File: src/rtl/bnn_stream_loader.sv
// Byte-stream loader for the 4-neuron binarized MLP: loads input/weight/bias registers, runs, returns result byte.
// Optional BNN_LOADER_CHECKSUM_EN: each load is followed by an XOR checksum byte, and the commit happens only if it matches.
module bnn_stream_loader #(
  parameter int EVAL_CYCLES = 2,
  parameter int W_WIDTH     = 16
) (
  input  logic               clk,
  input  logic               rst,
  input  logic [7:0]         rx_data,
  input  logic               rx_valid,
  output logic               rx_ready,
  output logic [7:0]         tx_data,
  output logic               tx_valid,
  input  logic               tx_ready,
  output logic [3:0]         mlp_input,
  output logic [W_WIDTH-1:0] mlp_weights,
  output logic [W_WIDTH-1:0] mlp_bias,
  input  logic [3:0]         mlp_result,
  output logic               busy,
  output logic               err
);

  localparam logic [7:0] CMD_IN  = 8'h01;
  localparam logic [7:0] CMD_WT  = 8'h02;
  localparam logic [7:0] CMD_BS  = 8'h03;
  localparam logic [7:0] CMD_RUN = 8'h04;
  localparam logic [7:0] EVAL_LAST = 8'(EVAL_CYCLES);

  typedef enum logic [1:0] {T_IN, T_WT, T_BS} tgt_t;

  typedef struct packed {
    tgt_t       tgt;
    logic [7:0] need;
  } cmd_t;

`ifdef BNN_LOADER_CHECKSUM_EN
  typedef enum logic [2:0] {S_IDLE, S_PAYLOAD, S_CHECK, S_EVAL, S_SEND} state_t;
`else
  typedef enum logic [2:0] {S_IDLE, S_PAYLOAD, S_EVAL, S_SEND} state_t;
`endif

  state_t             state, state_nx;
  cmd_t               cur, dec;
  logic [7:0]         cnt;
  logic [7:0]         csum;
  logic [W_WIDTH-1:0] shadow;
  logic [W_WIDTH-1:0] shift_nx;
  logic [W_WIDTH-1:0] commit_word;
  logic               take, is_load, last, commit, bad, eval_done;

  assign take     = rx_valid && rx_ready;
  assign shift_nx = {shadow[W_WIDTH-9:0], rx_data};
  assign last     = (cnt == cur.need - 8'd1);
  assign busy     = (state != S_IDLE);

`ifdef BNN_LOADER_CHECKSUM_EN
  assign rx_ready    = !rst && (state == S_IDLE || state == S_PAYLOAD || state == S_CHECK);
  assign commit_word = shadow;
`else
  assign rx_ready    = !rst && (state == S_IDLE || state == S_PAYLOAD);
  assign commit_word = shift_nx;
`endif

  always_comb begin
    is_load = 1'b0;
    dec     = '{tgt: T_IN, need: 8'd1};
    case (rx_data)
      CMD_IN:  begin is_load = 1'b1; dec = '{tgt: T_IN, need: 8'd1}; end
      CMD_WT:  begin is_load = 1'b1; dec = '{tgt: T_WT, need: 8'd2}; end
      CMD_BS:  begin is_load = 1'b1; dec = '{tgt: T_BS, need: 8'd2}; end
      default: ;
    endcase
  end

  always_ff @(posedge clk) begin
    if (rst) state <= S_IDLE;
    else     state <= state_nx;
  end

  always_comb begin
    state_nx  = state;
    commit    = 1'b0;
    bad       = 1'b0;
    eval_done = 1'b0;
    case (state)
      S_IDLE:
        if (take) begin
          if (is_load)                state_nx = S_PAYLOAD;
          else if (rx_data == CMD_RUN) state_nx = S_EVAL;
          else                         bad      = 1'b1;
        end
      S_PAYLOAD:
        if (take && last) begin
`ifdef BNN_LOADER_CHECKSUM_EN
          state_nx = S_CHECK;
`else
          commit   = 1'b1;
          state_nx = S_IDLE;
`endif
        end
`ifdef BNN_LOADER_CHECKSUM_EN
      S_CHECK:
        if (take) begin
          if (rx_data == csum) commit = 1'b1;
          else                 bad    = 1'b1;
          state_nx = S_IDLE;
        end
`endif
      // First EVAL cycle lets the freshly held mlp_* values propagate; sampling lands EVAL_CYCLES later.
      S_EVAL:
        if (cnt == EVAL_LAST) begin
          eval_done = 1'b1;
          state_nx  = S_SEND;
        end
      S_SEND:
        if (tx_ready) state_nx = S_IDLE;
      default: state_nx = S_IDLE;
    endcase
  end

  always_ff @(posedge clk) begin
    if (rst) begin
      cur         <= '{tgt: T_IN, need: 8'd1};
      cnt         <= '0;
      csum        <= '0;
      shadow      <= '0;
      tx_data     <= '0;
      tx_valid    <= 1'b0;
      mlp_input   <= '0;
      mlp_weights <= '0;
      mlp_bias    <= '0;
      err         <= 1'b0;
    end else begin
      err <= bad;
      case (state)
        S_IDLE:
          if (take) begin
            cnt <= '0;
            if (is_load) begin
              cur    <= dec;
              csum   <= rx_data;
              shadow <= '0;
            end
          end
        S_PAYLOAD:
          if (take) begin
            shadow <= shift_nx;
            csum   <= csum ^ rx_data;
            cnt    <= cnt + 8'd1;
          end
        S_EVAL:
          cnt <= cnt + 8'd1;
        S_SEND:
          if (tx_ready) tx_valid <= 1'b0;
        default: ;
      endcase
      if (eval_done) begin
        tx_data  <= {4'h0, mlp_result};
        tx_valid <= 1'b1;
      end
      // Targets change only here, so a partial payload is never visible.
      if (commit) begin
        case (cur.tgt)
          T_IN:    mlp_input   <= commit_word[3:0];
          T_WT:    mlp_weights <= commit_word;
          T_BS:    mlp_bias    <= commit_word;
          default: ;
        endcase
      end
    end
  end

endmodule

File: config.mk
export PLATFORM = sky130hd
export DESIGN_NAME = bnn_stream_loader
export DESIGN_NICKNAME = d
export VERILOG_FILES = /design/src/rtl/bnn_stream_loader.sv
export SDC_FILE = /design/constraint.sdc
export NUM_CORES = 1
export LEC_CHECK = 0
export CAP_MARGIN = 20
export CORE_MARGIN = 1.5
export CORE_UTILIZATION = 49
export DETAILED_ROUTE_END_ITERATION = 7
export PLACE_DENSITY = 0.77
export SYNTH_ARGS = -nofsm -noshare
export SYNTH_HDL_FRONTEND = slang
export SYNTH_SLANG_ARGS = --single-unit
File: constraint.sdc
create_clock -name clk -period 2.55 [get_ports clk]
set_input_delay 0.51 -clock clk [delete_from_list [all_inputs] [get_ports clk]]
set_output_delay 0.51 -clock clk [all_outputs]
set_load 0.01 [all_outputs]
==> impl_metrics.toml, run 1 <==
[synthesis]
synthTopCellsByArea = "dfxtp_1 (47%), mux2i_1 (15%), nor2_1 (7.8%)"
avgSynthCellArea_sq_um = 9.70
synth_edf_count = 0
synth_top_area_share_pct = 46.5
synthArstFlopShare_pct = 0
ys_seq_area_share_pct = 46.5
synthCells = 284
synth_ff_type = "dfxtp_1"
ys.warnings.count = 0
ys_seq_elements = 64
synth.distinct_cells = 45
syn_area_sq_um = 2760
synth_largest_area_cell = "dfxtp_1"

[critical_path]
critical_path.max_fanout = 7
r2r_end = "state[1]"
crit_path_start_kind = "flop"
regToRegStartpoint = "state[1]"
required_ns = 2.04
worst_setup_path_end_kind = "output pin"
r2r_slack_ns = 0.33
cp_slowest_cell = "clkdlybuf4s50_1"
cp_cell_sequence = "inv_1 > ha_1 > nor2_2 > nor2_1 > clkdlybuf4s50_1"
r2r_cells = 7
cpPeakStageDelay_ns = 0.48
arrival_ns = 1.88
critical_path_class = "reg2out"

[place]
gp_congestion = 0.783
dpl_cell_area_sq_um = 3480
place_ws_ns = -0.126
portBuffers = 59
place_hpwl_um = 4390

[finish]
layout_commonest_cell = "dfxtp_1"
nFillCells = 470
fin_area_sq_um = 3680
drive_gt1_share_pct = 13.7
nets = 383
final_util_pct = 67.3
n_antenna_cell = 0
syn2layout_area_growth_pct = 33.7
most-common-layout-cells = "dfxtp_1 (63), clkdlybuf4s50_1 (58), nor2_1 (56)"

[hold_path]
hp-class = "reg2reg"
hp-start = "tx_valid"
holdPathEnd = "tx_valid"
worstHoldPathCells = 2

[clock_tree]
cts_inserted_buffers = 9
cts_tree = "done"
clockBufferDepth = 2
htreeDepth = 3
insertion_delay_ns = 0.34
root_buffer = "clkbuf_8"
cts.reportedPaths.clkPinSlew_ns = 0.07
cts_setup_buffers = 0
cts.sinks = 64

[sta]
finalClockSkew_ns = 0.00506
timing.final.crit_share_pct = 93.6
period_minus_slack_ns = 2.39
maxSlewViolCount = 0
final_hold_viol_count = 0
finalSetupViolations = 0
setup_tns_ns = 0
setup_ws_ns = 0.163
slew_headroom_pct = 60.8
worst_pin_slew_ns = 0.587
rsz0062_at_grt = "false"
fmax_ghz = 0.419

[floorplanning]
rows = 27
die_h_um = 78.0
io_pins = 64
die_x_um = 78.0
die_area_sq_um = 6080
core-area_sq_um = 5470
start_util_pct = 50.3

[global_routing]
grt_pass1_wl_um = 11000
grt_max_degree = 57
antenna_found_initial = 0
grt_pass1_vias = 2305
grt_use_total_pct = 23.4
gr-total-overflow = 0

[drt]
drt_pass1_iterations = 4
drc = 0
wl_um = 6480
vias = 2287
drtIter0Drc = 118
ant_nets = 0
avgViaCountPerCell = 5.23
wl_per_cell_um = 14.8

[run]
cap_violations = 0

[pwr]
irDropWorstVdd_uv = 381
fin_total_pwr_mw = 1.99
p_leak_nw = 1.67
p_per_area_nw_per_um2 = 541

[run_status]
status = "completed"
## worst max-delay path: cells and delay by family (launching register included)
family	cells	cell delay (ns)
buffers and inverters	2	0.58
DFF	1	0.38
adders and majority gates	1	0.29
and+or+nand+nor	2	0.28
## power by group
| group | switching, mW | total (mW) | internal, mW |
|---|---|---|---|
| Sequential | 0.00586 | 1.01 | 1.00 |
| Combinational | 0.0641 | 0.119 | 0.0552 |
| Clock | 0.389 | 0.866 | 0.476 |
## flip-flops by register name, indices dropped and copies added (netlist names)
register     count
cnt              8
err              1
mlp_bias        16
shadow           8
cur              4
state            2
mlp_input        4
tx_data          4
tx_valid         1
mlp_weights     16
## through the flow
stage	hold slack, ns	std cells
floorplan	0.455	287
global placement	0.442	421
detailed placement	0.453	421
CTS	0.463	437
global route	0.494	437
finish	0.458	437
## routing by layer
| layer | vias up | GRT usage, % | part of all wire, % |
|---|---|---|---|
| met4 | 0 | 12.5 | 2.1 |
| met1 | 1090 | 29.5 | 45 |
| met3 | 12 | 5.76 | 6.0 |
| li1 | 1115 | - | - |
| met2 | 70 | 37.0 | 47 |
| met5 | - | 0 | 0 |
## cell type report
type | instances | area, sq um | area share, %
Multi-Input combinational cell | 196 | 1350 | 36.5
Sequential cell | 64 | 1280 | 34.8
Timing Repair Buffer | 78 | 728 | 19.8
Clock buffer | 11 | 141 | 3.84
Tap cell | 72 | 90.1 | 2.44
Clock inverter | 5 | 56.3 | 1.53
Inverter | 11 | 41.3 | 1.12
## how the worst max path moves through the flow
stage	start	to	slack (ns)	cells past startpoint
2_1_floorplan	rx_data[4]	state[0]	0.44	5
3_3_place_gp	rx_data[4]	state[0]	-0.06	6
3_5_place_dp	rx_data[5]	state[1]	-0.13	6
4_1_cts	state[1]	rx_ready	0.03	5
5_1_grt	state[0]	rx_ready	0.08	5
6_report	state[0]	rx_ready	0.16	5
## cell families (layout without fill, tap and decap cells)
logic type,after synthesis,after routing,share of synthesized area (%)
AO/OA/AOI/OAI,29,29,7.63
flip-flops,64,64,46.5
AND/OR/NAND/NOR,106,106,19.7
XOR/XNOR,10,10,3.18
multiplexers,40,40,14.5
other,1,4,0.136
adder cells (fa/ha/maj),7,7,3.18
buffers and inverters,27,105,5.18
## synthesized netlist by cell type (2+ instances only)
cell / count
mux2i_1: 40
clkbuf_1: 8
inv_1: 11
a22oi_1: 2
o2111ai_2: 2
nor2b_1: 2
xor2_1: 7
dfxtp_1: 64
nand2b_1: 11
a21oi_1: 12
buf_6: 2
ha_1: 7
a211oi_1: 2
nor2_1: 57
buf_4: 4
or2_2: 3
nand2_1: 6
nand3_1: 10
xnor2_1: 3
a221oi_1: 2
o21ai_0: 2
nand4_1: 4
## repair_timing
item	CTS	global route
hold buffers	0	0
endpoints found under the setup margin	0	1
resized for setup	0	2
Note: power is estimated with default switching activity, not from simulation.
==> inputs of run 2 (changes only) <==
--- a/config.mk
+++ b/config.mk
@@ -6,10 +6,11 @@
 export NUM_CORES = 1
 export LEC_CHECK = 0
 export CAP_MARGIN = 20
+export CORE_ASPECT_RATIO = 1.4
 export CORE_MARGIN = 1.5
-export CORE_UTILIZATION = 49
+export CORE_UTILIZATION = 45
 export DETAILED_ROUTE_END_ITERATION = 7
-export PLACE_DENSITY = 0.77
+export PLACE_DENSITY = 0.74
 export SYNTH_ARGS = -nofsm -noshare
 export SYNTH_HDL_FRONTEND = slang
 export SYNTH_SLANG_ARGS = --single-unit
==> constraint.sdc (replaced) <==
create_clock -name clk -period 2 [get_ports clk]
set_input_delay 0.4 -clock clk [delete_from_list [all_inputs] [get_ports clk]]
set_output_delay 0.4 -clock clk [all_outputs]
set_load 0.01 [all_outputs]
==> run 2 against run 1 <==
Sequential share of layout area down 1.7 points. Die area rose by 8.6%. Clock power grew 29%. Core utilization is 1.6 points lower. Critical path depth unchanged. Non-clock buffer count rose by 14. Clock skew grew 0.0053 ns. Combinational power rose by 40%. Setup slack got worse by 0.12 ns. Register-to-register slack lost 0.28 ns. Sequential power increased by 27%. Highest routed layer unchanged. Worst hold slack better by 0.0015 ns.
==> impl_metrics.toml, run 2 (same netlist as run 1, synthesis figures left out) <==
[run_status]
status = "completed"

[drt]
wl_met3_um = 202
drc = 0
wirelength_met1_um = 2700
wl_um = 6620
drt_pass1_iterations = 4
dr_wl_met2_um = 3600
wl_per_cell_um = 14.8
ant_nets = 0
vias = 2307
drtIter0Drc = 52
avgViaCountPerCell = 5.14
top_layer = "met4"

[sta]
finalSetupViolations = 0
setup_ws_ns = 0.0473
slew_headroom_pct = 60.8
period_minus_slack_ns = 1.95
rsz0062_at_grt = "true"
fmax_ghz = 0.512
finalClockSkew_ns = 0.0104
maxSlewViolCount = 0
final_hold_viol_count = 0
worst_pin_slew_ns = 0.588
timing.final.crit_share_pct = 97.6
hold_ws_ns = 0.460

[critical_path]
regToRegStartpoint = "cnt[2]"
required_ns = 2.20
startpoint = "cnt[2]"
crit_path_start_kind = "flop"
r2r_slack_ns = 0.05
crit_end = "state[1]"
r2r_end = "state[1]"
worst_setup_path_end_kind = "flop"
critical_path_class = "reg2reg"
critical_path.max_fanout = 3
r2r_cells = 5
arrival_ns = 2.16

[clock_tree]
cts_inserted_buffers = 9
insertion_delay_ns = 0.35
htreeDepth = 3
root_buffer = "clkbuf_8"
clockBufferDepth = 2
cts.sinks = 64
cts_tree = "done"
cts.reportedPaths.clkPinSlew_ns = 0.07

[floorplanning]
io_pins = 64
rows = 33
die_h_um = 95.6
core-area_sq_um = 5900
die_x_um = 69.1
die_area_sq_um = 6610
start_util_pct = 46.7

[place]
portBuffers = 59
place_hpwl_um = 4720
place_ws_ns = -0.587
dpl_cell_area_sq_um = 3600
gp_congestion = 0.850

[global_routing]
grt_pass1_wl_um = 10400
grt_use_total_pct = 20.3
grt_max_degree = 57
gr-total-overflow = 0
antenna_found_initial = 0
grt_pass1_vias = 2294

[finish]
most-common-layout-cells = "dfxtp_1 (61), nor2_1 (56), clkdlybuf4s50_1 (55)"
syn2layout_area_growth_pct = 41.0
fin_area_sq_um = 3880
largestRegisters = "mlp_bias x16, mlp_weights x16"
layout_commonest_cell = "dfxtp_1"
n_antenna_cell = 0
nets = 397
drive_gt1_share_pct = 20.1
final_util_pct = 65.8

[run]
cap_violations = 0

[pwr]
p_leak_nw = 1.76
irDropWorstVdd_uv = 591
p_per_area_nw_per_um2 = 663

[hold_path]
hp-class = "reg2reg"
run 2: cell type report:
class | instances | area [sq um]
Clock buffer | 9 | 124
Clock inverter | 7 | 76.3
Fill cell | 496 | 2020
Inverter | 11 | 41.3
Multi-Input combinational cell | 196 | 1420
Sequential cell | 64 | 1280
Tap cell | 70 | 87.6
Timing Repair Buffer | 92 | 855
run 2: where the power goes:
group,switching [mW],total [mW],internal (mW)
clock network,0.539,1.12,0.585
registers,0.00605,1.28,1.28
logic,0.0864,0.167,0.0810
run 2: metrics by stage:
stage / setup TNS (ns) / total power [mW] / cells
after detailed placement: -9.43 / 1.47 / 429
after floorplan: 0 / 1.39 / 287
final: 0 / 2.58 / 449
after CTS: 0 / 2.59 / 449
after global placement: -7.43 / 1.47 / 429
after global routing: -0.102 / 2.65 / 449
run 2: how the worst min path moves through the flow:
| stage | depth (start not counted) | startpoint | end | slack [ns] |
|---|---|---|---|---|
| 2_1_floorplan | 2 | cur[1] | cur[1] | 0.45 |
| 4_1_cts | 2 | tx_valid | tx_valid | 0.46 |
| 6_report | 2 | tx_valid | tx_valid | 0.46 |
| 5_1_grt | 2 | tx_valid | tx_valid | 0.49 |
| 3_5_place_dp | 2 | tx_valid | tx_valid | 0.45 |
| 3_3_place_gp | 2 | tx_valid | tx_valid | 0.45 |
run 2: routing by layer:
layer	vias to the layer above	GRT usage, %
li1	1144	-
met1	1113	21.5
met2	40	38.3
met3	10	3.17
met4	0	11.1
met5	-	0
run 2: timing repair:
action / CTS / global route
pin swaps: 1 / 2
resized for setup: 8 / 8
setup endpoints to repair: 8 / 16
hold buffers: 0 / 0
setup buffers: 4 / 0
run 2: worst max-delay path, cell delays in order (launching register included):
cell and delay [ns]:
dfxtp_1 0.32, or4_4 0.57, nor4_4 0.17, o21ai_0 0.16, a211oi_1 0.49, a221oi_2 0.10
==> inputs of run 3 (changes only) <==
--- a/config.mk
+++ b/config.mk
@@ -8,9 +8,9 @@
 export CAP_MARGIN = 20
 export CORE_ASPECT_RATIO = 1.4
 export CORE_MARGIN = 1.5
-export CORE_UTILIZATION = 45
+export CORE_UTILIZATION = 40
 export DETAILED_ROUTE_END_ITERATION = 7
-export PLACE_DENSITY = 0.74
+export PLACE_DENSITY = 0.67
 export SYNTH_ARGS = -nofsm -noshare
 export SYNTH_HDL_FRONTEND = slang
 export SYNTH_SLANG_ARGS = --single-unit
==> run 3 against run 2 <==
Sequential cell count stayed put. Largest cell class unchanged. The flow now finishes with violations (negative setup slack). Largest power group is now the clock network. Highest routed layer unchanged. Non-clock buffer count is 3 lower. Via count is 2.9% lower. Core utilization is 6.0 points lower. Cell count is 4.2% higher.
==> impl_metrics.toml, run 3 (same netlist as run 1, synthesis figures left out) <==
[sta]
final_hold_viol_count = 0
maxSlewViolCount = 0
hold_ws_ns = 0.468
slew_headroom_pct = 61.6
fmax_ghz = 0.500
rsz0062_at_grt = "true"
finalSetupViolations = 1
worst_pin_slew_ns = 0.576
timing.final.crit_share_pct = 100
period_minus_slack_ns = 2.00
setup_ws_ns = -0.000885
finalClockSkew_ns = 0.00611

[critical_path]
path_buf_inv = 1
crit_family = "compound AO/OA/AOI/OAI gates"
crit_path_start_kind = "primary input"
worst_setup_path_end_kind = "flop"
cp_cell_sequence = "clkdlybuf4s50_1 > or4b_4 > o21a_1 > a211o_1 > a221oi_2"
cpPeakStageDelay_ns = 0.59
arrival_ns = 2.24
cp_slowest_cell = "or4b_4"
required_ns = 2.24
r2r_slack_ns = 0.01
critical_path_class = "in2reg"
critical_path.max_fanout = 4

[pwr]
clkPwrFrac_pct = 49.1
p_per_area_nw_per_um2 = 719
swShare_pct = 21.8
p_int_mw = 2.22
irDropWorstVdd_uv = 596
fin_total_pwr_mw = 2.85
seqPwrFrac_pct = 45.2
p_sw_mw = 0.621
p_leak_nw = 1.79
comb_power_share_pct = 5.7

[place]
place_ws_ns = -0.575
portBuffers = 59
place_hpwl_um = 4700
gp_congestion = 0.797
dpl.cell_count = 450

[drt]
drtIter0Drc = 78
drt_pass1_iterations = 4
wl_um = 6820
wl_per_cell_um = 14.6
vias = 2239
drc = 0
ant_nets = 0
avgViaCountPerCell = 4.78

[clock_tree]
cts_tree = "done"
htreeDepth = 3
cts.sinks = 64
root_buffer = "clkbuf_8"
cts_inserted_buffers = 9
clockBufferDepth = 2
insertion_delay_ns = 0.33
ctsHoldBuffers = 0
cts.reportedPaths.clkPinSlew_ns = 0.07

[global_routing]
grt_max_degree = 57
grt_pass1_vias = 2218
antenna_found_initial = 0
grt_use_total_pct = 18.8
gr-total-overflow = 0
grt_pass1_wl_um = 10700

[floorplanning]
die_area_sq_um = 7400
start_util_pct = 41.7
rows = 35
io_pins = 64
core-area_sq_um = 6610
die_x_um = 73.1
die_h_um = 101

[run_status]
violations = "negative setup slack"
status = "finished with violations"

[finish]
layout_commonest_cell = "dfxtp_1"
n_antenna_cell = 0
nets = 394
most-common-layout-cells = "dfxtp_1 (60), nor2_1 (55), clkdlybuf4s50_1 (54)"
nFillCells = 575
instances_no_fill = 468
final_util_pct = 59.8
largestRegisters = "mlp_bias x16, mlp_weights x16"
syn2layout_area_growth_pct = 43.6
drive_gt1_share_pct = 19.4

[run]
cap_violations = 0

[hold_path]
hp-class = "reg2reg"
run 3: cell types whose count changed in the layout (fill, tap and decap cells not counted), moves of 2 or more:
cell,change
buf_4,-4
bufinv_16,+2
dlymetal6s2s_1,+2
inv_6,-2
run 3: what timing repair did:
item,CTS,global route
cloned,0,1
endpoints found under the setup margin,5,35
setup buffers,1,0
gates resized for setup,7,10
pin swaps,0,2
run 3: worst paths after layout:
| check | startpoint | endpoint | cells after the start |
|---|---|---|---|
| worst max-delay path | rx_data[3] | state[1] | 5 |
| worst min-delay path | tx_valid | tx_valid | 2 |
| worst max register to register | cur[1] | state[1] | 7 |
| worst min register to register | tx_valid | tx_valid | 2 |
run 3: layout make-up:
cell class / instances / area [sq um] / area share, %
tap: 92 / 115 / 2.91
multi-input combinational: 196 / 1400 / 35.5
clock inverter: 6 / 115 / 2.91
clock buffer: 10 / 138 / 3.48
timing repair buffer: 89 / 856 / 21.6
inverter: 11 / 41.3 / 1.04
sequential: 64 / 1290 / 32.5
run 3: power groups by stage:
stage               combinational (mW)  clock [mW]  sequential (mW)
floorplan                       0.0776           0             1.31
global placement                 0.156           0             1.32
detailed placement               0.156           0             1.32
CTS                              0.159        1.42             1.29
global route                     0.177        1.50             1.29
finish                           0.162        1.40             1.29
run 3: tightest hold or removal path, cell delays in order, from the launching register on:
cell and delay (ns):
dfxtp_1 0.32, nand2_1 0.05, a21oi_1 0.05
run 3: routing by layer:
layer | vias to the layer above | GRT usage (%) | share of wire [%]
met5 | - | 0 | 0
met4 | 0 | 6.68 | 1.0
met3 | 6 | 6.07 | 3.5
met2 | 41 | 31.9 | 53
met1 | 1053 | 22.1 | 43
li1 | 1139 | - | -
run 3: per-stage QoR:
| stage | setup TNS [ns] | cell area (sq um) |
|---|---|---|
| global placement | -8.63 | 3620 |
| finish | -0.000885 | 3960 |
| global route | -2.29 | 3960 |
| floorplan | 0 | 2780 |
| CTS | -0.000604 | 3890 |
| detailed placement | -9.69 | 3620 |
